`src/rtl/capture_rle2_pkg.sv`:
```
// Shared definitions for the capture_rle2 sampler: packing modes, per-mode
// sample widths, run-length count limits and word packing.
package capture_rle2_pkg;

   typedef enum logic [1:0] {
      MODE_16_16 = 2'd0,
      MODE_24_8  = 2'd1,
      MODE_RAW   = 2'd2,
      MODE_8_24  = 2'd3
   } mode_e;

   localparam int unsigned SAMPLE_W_16_16 = 16;
   localparam int unsigned SAMPLE_W_24_8  = 24;
   localparam int unsigned SAMPLE_W_RAW   = 32;
   localparam int unsigned SAMPLE_W_8_24  = 8;

   localparam logic [23:0] COUNT_MAX_16_16 = 24'h00FFFF;
   localparam logic [23:0] COUNT_MAX_24_8  = 24'h0000FF;
   localparam logic [23:0] COUNT_MAX_8_24  = 24'hFFFFFF;

   localparam logic [23:0] COUNT_ONE = 24'd1;

   function automatic logic [31:0] sample_mask(input mode_e mode);
      logic [31:0] mask;
      mask = '1;
      case (mode)
         MODE_16_16: mask = 32'h0000_FFFF;
         MODE_24_8:  mask = 32'h00FF_FFFF;
         MODE_8_24:  mask = 32'h0000_00FF;
         default:    mask = '1;
      endcase
      return mask;
   endfunction

   function automatic logic [23:0] count_max(input mode_e mode);
      logic [23:0] cmax;
      cmax = COUNT_MAX_8_24;
      case (mode)
         MODE_16_16: cmax = COUNT_MAX_16_16;
         MODE_24_8:  cmax = COUNT_MAX_24_8;
         default:    cmax = COUNT_MAX_8_24;
      endcase
      return cmax;
   endfunction

   // Count always occupies the MSBs; raw mode carries the sample alone.
   function automatic logic [31:0] pack_word(input mode_e mode,
                                             input logic [23:0] count,
                                             input logic [31:0] sample);
      logic [31:0] word;
      word = sample;
      case (mode)
         MODE_16_16: word = {count[15:0], sample[15:0]};
         MODE_24_8:  word = {count[7:0],  sample[23:0]};
         MODE_8_24:  word = {count[23:0], sample[7:0]};
         default:    word = sample;
      endcase
      return word;
   endfunction

endpackage

```
`src/rtl/capture_rle2_fifo.sv`:
```
// Single-clock output FIFO for capture_rle2: register-array storage, head word
// presented directly, full/empty flags and a drop strobe for rejected writes.
module capture_rle2_fifo #(
   parameter int unsigned WIDTH = 32,
   parameter int unsigned DEPTH = 16
) (
   input  logic             clk,
   input  logic             rst,
   input  logic             wr_en,
   input  logic [WIDTH-1:0] wr_data,
   input  logic             rd_en,
   output logic             rd_valid,
   output logic [WIDTH-1:0] rd_data,
   output logic             full,
   output logic             empty,
   output logic             dropped
);

   localparam int unsigned AW = $clog2(DEPTH);
   localparam logic [AW:0] LEVEL_FULL = (AW+1)'(DEPTH);

   logic [WIDTH-1:0] mem [DEPTH];
   logic [AW-1:0]    wr_ptr;
   logic [AW-1:0]    rd_ptr;
   logic [AW:0]      level;
   logic             pop_ok;
   logic             push_ok;

   assign empty    = (level == '0);
   assign full     = (level == LEVEL_FULL);
   assign rd_valid = !empty;
   assign rd_data  = mem[rd_ptr];

   // A pop in the same cycle frees the slot, so a write to a full FIFO still lands.
   assign pop_ok  = rd_en && !empty;
   assign push_ok = wr_en && (!full || pop_ok);
   assign dropped = wr_en && full && !pop_ok;

   always_ff @(posedge clk or posedge rst) begin
      if (rst) begin
         wr_ptr <= '0;
         rd_ptr <= '0;
         level  <= '0;
         for (int unsigned i = 0; i < DEPTH; i++) begin
            mem[i] <= '0;
         end
      end else begin
         if (push_ok) begin
            mem[wr_ptr] <= wr_data;
            wr_ptr      <= wr_ptr + AW'(1);
         end
         if (pop_ok) begin
            rd_ptr <= rd_ptr + AW'(1);
         end
         case ({push_ok, pop_ok})
            2'b10:   level <= level + (AW+1)'(1);
            2'b01:   level <= level - (AW+1)'(1);
            default: level <= level;
         endcase
      end
   end

endmodule

```
`src/rtl/capture_rle2.sv`:
```
// Logic-analyser capture with run-length encoding into a 32-bit output stream.
// Optional internal test counter source: define CAPTURE_RLE2_TEST_EN.
module capture_rle2
   import capture_rle2_pkg::*;
#(
   parameter int unsigned DATA_W     = 32,
   parameter int unsigned FIFO_DEPTH = 16
) (
   input  logic              clk_i,
   input  logic              rst_i,
   input  logic [DATA_W-1:0] input_i,
   input  logic              cfg_enable_i,
   input  logic [7:0]        cfg_clk_div_i,
   input  logic [1:0]        cfg_mode_i,
   input  logic              cfg_test_mode_i,
   input  logic              ready_i,
   output logic              valid_o,
   output logic [31:0]       data_o,
   output logic              overflow_o
);

   logic [DATA_W-1:0] sync_q1;
   logic [DATA_W-1:0] sync_q2;
   logic [7:0]        div_q;
   logic              en_q;
   logic              tick;
   logic              en_rise;
   logic              en_fall;
   mode_e             mode;
   logic [31:0]       raw_sample;
   logic [31:0]       src_sample;
   logic [31:0]       sample;
   logic [31:0]       prev_q;
   logic [23:0]       count_q;
   logic              prev_valid_q;
   logic              emit_q;
   logic [31:0]       emit_word_q;
   logic              fifo_drop;
   logic              fifo_full;
   logic              fifo_empty;
   logic              overflow_q;

   assign mode       = mode_e'(cfg_mode_i);
   assign tick       = cfg_enable_i && (div_q == '0);
   assign en_rise    = cfg_enable_i && !en_q;
   assign en_fall    = !cfg_enable_i && en_q;
   assign raw_sample = 32'(sync_q2);

   always_ff @(posedge clk_i or posedge rst_i) begin
      if (rst_i) begin
         sync_q1 <= '0;
         sync_q2 <= '0;
      end else begin
         sync_q1 <= input_i;
         sync_q2 <= sync_q1;
      end
   end

   always_ff @(posedge clk_i or posedge rst_i) begin
      if (rst_i) begin
         div_q <= '0;
         en_q  <= 1'b0;
      end else begin
         en_q <= cfg_enable_i;
         if (!cfg_enable_i) begin
            div_q <= '0;
         end else if (div_q == '0) begin
            div_q <= cfg_clk_div_i;
         end else begin
            div_q <= div_q - 8'd1;
         end
      end
   end

`ifdef CAPTURE_RLE2_TEST_EN
   logic [31:0] test_cnt_q;
   logic [31:0] test_next;

   // The sample taken on a tick is the post-increment value, so the first is 1.
   assign test_next  = test_cnt_q + 32'd1;
   assign src_sample = cfg_test_mode_i ? test_next : raw_sample;

   always_ff @(posedge clk_i or posedge rst_i) begin
      if (rst_i) begin
         test_cnt_q <= '0;
      end else if (tick) begin
         test_cnt_q <= test_next;
      end
   end
`else
   logic unused_test_mode;

   assign unused_test_mode = cfg_test_mode_i;
   assign src_sample       = raw_sample;
`endif

   assign sample = src_sample & sample_mask(mode);

   always_ff @(posedge clk_i or posedge rst_i) begin
      if (rst_i) begin
         prev_q       <= '0;
         count_q      <= COUNT_ONE;
         prev_valid_q <= 1'b0;
         emit_q       <= 1'b0;
         emit_word_q  <= '0;
      end else begin
         emit_q <= 1'b0;
         if (tick) begin
            if (!prev_valid_q) begin
               prev_q       <= sample;
               count_q      <= COUNT_ONE;
               prev_valid_q <= 1'b1;
            end else if (mode == MODE_RAW) begin
               emit_q      <= 1'b1;
               emit_word_q <= prev_q;
               prev_q      <= sample;
            end else if ((sample == prev_q) && (count_q < count_max(mode))) begin
               count_q <= count_q + COUNT_ONE;
            end else begin
               emit_q      <= 1'b1;
               emit_word_q <= pack_word(mode, count_q, prev_q);
               prev_q      <= sample;
               count_q     <= COUNT_ONE;
            end
         end else if (en_fall && prev_valid_q) begin
            emit_q       <= 1'b1;
            emit_word_q  <= pack_word(mode, count_q, prev_q);
            count_q      <= COUNT_ONE;
            prev_valid_q <= 1'b0;
         end
      end
   end

   capture_rle2_fifo #(
      .WIDTH (32),
      .DEPTH (FIFO_DEPTH)
   ) u_fifo (
      .clk      (clk_i),
      .rst      (rst_i),
      .wr_en    (emit_q),
      .wr_data  (emit_word_q),
      .rd_en    (ready_i),
      .rd_valid (valid_o),
      .rd_data  (data_o),
      .full     (fifo_full),
      .empty    (fifo_empty),
      .dropped  (fifo_drop)
   );

   // A drop coinciding with a fresh enable still counts against the new capture.
   always_ff @(posedge clk_i or posedge rst_i) begin
      if (rst_i) begin
         overflow_q <= 1'b0;
      end else if (fifo_drop) begin
         overflow_q <= 1'b1;
      end else if (en_rise) begin
         overflow_q <= 1'b0;
      end
   end

   assign overflow_o = overflow_q;

   logic unused_flags;
   assign unused_flags = fifo_full ^ fifo_empty;

endmodule

```
`config.mk`:
```
export PLATFORM = sky130hd
export DESIGN_NAME = capture_rle2
export DESIGN_NICKNAME = d
export VERILOG_FILES = /design/src/rtl/capture_rle2_pkg.sv /design/src/rtl/capture_rle2_fifo.sv /design/src/rtl/capture_rle2.sv
export SDC_FILE = /design/constraint.sdc
export NUM_CORES = 1
export LEC_CHECK = 0
export BUFFER_PORTS_ARGS = -buffer_cell sky130_fd_sc_hd__buf_2
export CORE_UTILIZATION = 57
export CTS_CLUSTER_SIZE = 28
export DETAILED_ROUTE_END_ITERATION = 7
export PLACE_DENSITY = 0.77
export SYNTH_ARGS = -nofsm -noshare
export SYNTH_HDL_FRONTEND = slang
export SYNTH_SLANG_ARGS = --single-unit
```
`constraint.sdc`:
```
create_clock -name clk_i -period 22 [get_ports clk_i]
set_clock_uncertainty 0.2 [all_clocks]
set_input_delay 4.4 -clock clk_i [delete_from_list [all_inputs] [get_ports clk_i]]
set_output_delay 4.4 -clock clk_i [all_outputs]
set_load 0.005 [all_outputs]
```
==> impl_metrics.env <==
export IMPL_critical_path_max_stage_delay_ns=0.76
export IMPL_worst_slack_ns=13.39
export IMPL_gr_total_overflow=0
export IMPL_yosys_warnings=0
export IMPL_firstDrtPassIters=6
export IMPL_start_util_pct=57.8
export IMPL_p_leak_nw=16.8
export IMPL_finalHoldViolations=0
export IMPL_grt_pass1_vias=18600
export IMPL_end_kind="output port"
export IMPL_fmax_ghz=0.116
export IMPL_clk_pin_slew_ns=0.06
export IMPL_synth_edff_count=0
export IMPL_cp_start_kind="flop"
export IMPL_crit_type="reg2out"
export IMPL_finalCritPeriodShare_pct=39.1
export IMPL_hold_path_class="reg2reg"
export IMPL_cts_sinks=689
export IMPL_slew_viol_final=0
export IMPL_rows=85
export IMPL_finalPower_mw=3.82
export IMPL_port_buffers=79
export IMPL_cellPowerDensity_mw_per_mm2=111
export IMPL_grtUsageTotal_pct=25.9
export IMPL_worst_pin_slew_ns=1.09
export IMPL_drive_above_1_share_pct=44.3
export IMPL_crit_arrival_ns=4.01
export IMPL_seq_area_frac_synth_pct=55.3
export IMPL_place_gp_congestion=0.919
export IMPL_holdBufCountCts=0
export IMPL_ys_seq_elements=689
export IMPL_dp_hpwl_mm=38.7
export IMPL_synthDistinctLibCells=75
export IMPL_die_width_um=236
export IMPL_cts_resized=0
export IMPL_grt_max_degree=205
export IMPL_h_tree_depth=3
export IMPL_setup_tns_final_ns=0
export IMPL_core_sq_mm=0.0539
export IMPL_numCtsBuffers=70
export IMPL_nNetsFinal=2113
export IMPL_post_cts_buffers=0
export IMPL_dp_cells=2664
export IMPL_wl_per_cell_um=24.7
export IMPL_cts_tree="built"
export IMPL_ioPinCount=81
export IMPL_grt_pass1_wl_mm=110
export IMPL_ant_nets=0
export IMPL_vias_per_cell=6.28
export IMPL_ys_flop_type="dfrtp_1"
export IMPL_vias=17500
export IMPL_status="finished, final reports clean"
export IMPL_cts_buffer_depth=3
export IMPL_clkLatencyLatePin_ns=0.61
export IMPL_syn_area_per_cell_sq_um=15.5
export IMPL_slew_headroom_pct=27.2
export IMPL_utilization_pct=63.6
export IMPL_synth_nets=2089
export IMPL_die_area_sq_mm=0.0556
export IMPL_crit_chain="buf_4 -> buf_4 -> mux4_2 -> mux4_2 -> buf_2"
export IMPL_maxCapViolCount=0
export IMPL_n_antenna_cell=0
export IMPL_fillers=3751
export IMPL_path_delay_family="buffers and inverters"
export IMPL_root_buffer="clkbuf_16"
export IMPL_rsz0062_at_grt="no"
export IMPL_vdd_ir_drop_max_mv=0.111
export IMPL_cp_max_fo=51
export IMPL_synth_area_sq_mm=0.0312
export IMPL_drt_initial_drc_count=1436
export IMPL_path_buf_inv=3
export IMPL_slowest_stage="buf_4"
export IMPL_drc=0
export IMPL_area_growth_pct=9.97
export IMPL_syn_inst=2016
export IMPL_ys_async_sr_fraction_pct=100
export IMPL_crit_required_ns=17.40
export IMPL_chipHeight_um=236
export IMPL_fin_crit_ns=8.61
export IMPL_wirelength_mm=69.1
export IMPL_setup_violations=0
export IMPL_grt_antenna_before_repair=2
export IMPL_fin_cells=2793
export IMPL_place_ws_ns=13.99
==> metrics by stage <==
step | hold slack, ns | instance area [sq um]
6_report | 0.147 | 34300
5_1_grt | 0.150 | 34300
4_1_cts | 0.149 | 34300
3_5_place_dp | 0.135 | 31800
3_3_place_gp | 0.134 | 31800
2_1_floorplan | 0.131 | 31200
==> report_power, final <==
part	switching, mW	internal (mW)
Combinational	0.382	0.448
Clock	0.496	0.743
Sequential	0.264	1.48
Total	1.14	2.67
==> cell usage after synthesis (10+ instances only) <==
| library cell | instances | share of area [%] |
|---|---|---|
| buf_4 | 38 | 0.92 |
| nand2_2 | 12 | 0.24 |
| xnor2_1 | 22 | 0.62 |
| nor2b_1 | 14 | 0.28 |
| a22o_1 | 14 | 0.39 |
| inv_1 | 39 | 0.47 |
| buf_6 | 15 | 0.54 |
| buf_1 | 15 | 0.18 |
| clkbuf_1 | 80 | 0.96 |
| mux2_1 | 53 | 1.9 |
| mux2i_1 | 10 | 0.32 |
| nand4_1 | 10 | 0.20 |
| nand2_1 | 48 | 0.58 |
| dfrtp_1 | 688 | 55 |
| mux4_2 | 160 | 12 |
| mux2_2 | 479 | 17 |
| nor2_1 | 48 | 0.58 |
| nand3_1 | 10 | 0.16 |
| xor2_1 | 19 | 0.53 |
| mux2_4 | 29 | 1.4 |
| a222oi_1 | 10 | 0.32 |
| o21ai_0 | 40 | 0.64 |
| ha_1 | 25 | 1.0 |
| a21oi_1 | 11 | 0.18 |
==> per-layer routing <==
metal | up-vias | share of wire [%] | global-route usage (%)
met2 | 461 | 51 | 43.4
met5 | - | 0.048 | 0
met4 | 4 | 3.0 | 9.67
met1 | 9451 | 41 | 34.4
met3 | 136 | 4.7 | 3.89
li1 | 7489 | - | -
==> state kept, by name, summed over array words and instances, names as in the netlist <==
register and cells:
prev_q 32, prev_valid_q 1, en_q 1, u_fifo.level 5, u_fifo.wr_ptr 4, emit_word_q 32, div_q 8, raw_sample 32
sync_q1 32, emit_q 1, count_q 24, u_fifo.mem 512, overflow_o 1, u_fifo.rd_ptr 4
==> placed cells by master, fill, tap and decap left out, drive strengths merged, types with 19 or more instances in the layout <==
master	instances
nand2	64
o21ai	41
mux4	160
inv	47
clkbuf	103
xnor2	22
nor2	49
xor2	19
dfrtp	688
ha	25
buf	106
mux2	561
==> kinds of logic after synthesis <==
group	after synthesis	synth area share (%)
muxes	731	32.5
DFF	689	55.3
and+or+nand+nor	203	3.59
buffers and inverters	195	3.19
AOI/OAI and AO/OA	131	3.15
xor gates and xnor gates	41	1.15
adders and majority gates	26	1.07
==> cell type report <==
type                            count  area (sq um)  area share (%)
Multi-Input combinational cell   1132         12900            37.7
Inverter                           41           158           0.460
Sequential cell                   689         17300            50.3
Tap cell                          696           871            2.54
Clock inverter                     26           320           0.935
Clock buffer                      103          2120            6.19
Timing Repair Buffer              106           623            1.82
==> worst paths after layout <==
kind                                                   start                          end  slack, ns  depth (start not counted)
worst max-delay path            u_fifo.rd_ptr[1]$_DFFE_PP0P_                   data_o[11]      13.39                          5
worst min-delay path                   sync_q1[19]$_DFF_PP0_     raw_sample[19]$_DFF_PP0_       0.15                          0
worst max register to register            div_q[0]$_DFF_PP0_      count_q[21]$_DFFE_PP0P_      18.41                          9
worst min register to register         sync_q1[19]$_DFF_PP0_     raw_sample[19]$_DFF_PP0_       0.15                          0
max in group asynchronous                              rst_i  u_fifo.mem[301]$_DFFE_PP0P_      14.78                          5
min in group asynchronous                              rst_i       prev_q[20]$_DFFE_PP0P_       3.67                          2
No activity file was read; power rests on OpenSTA's default activity.
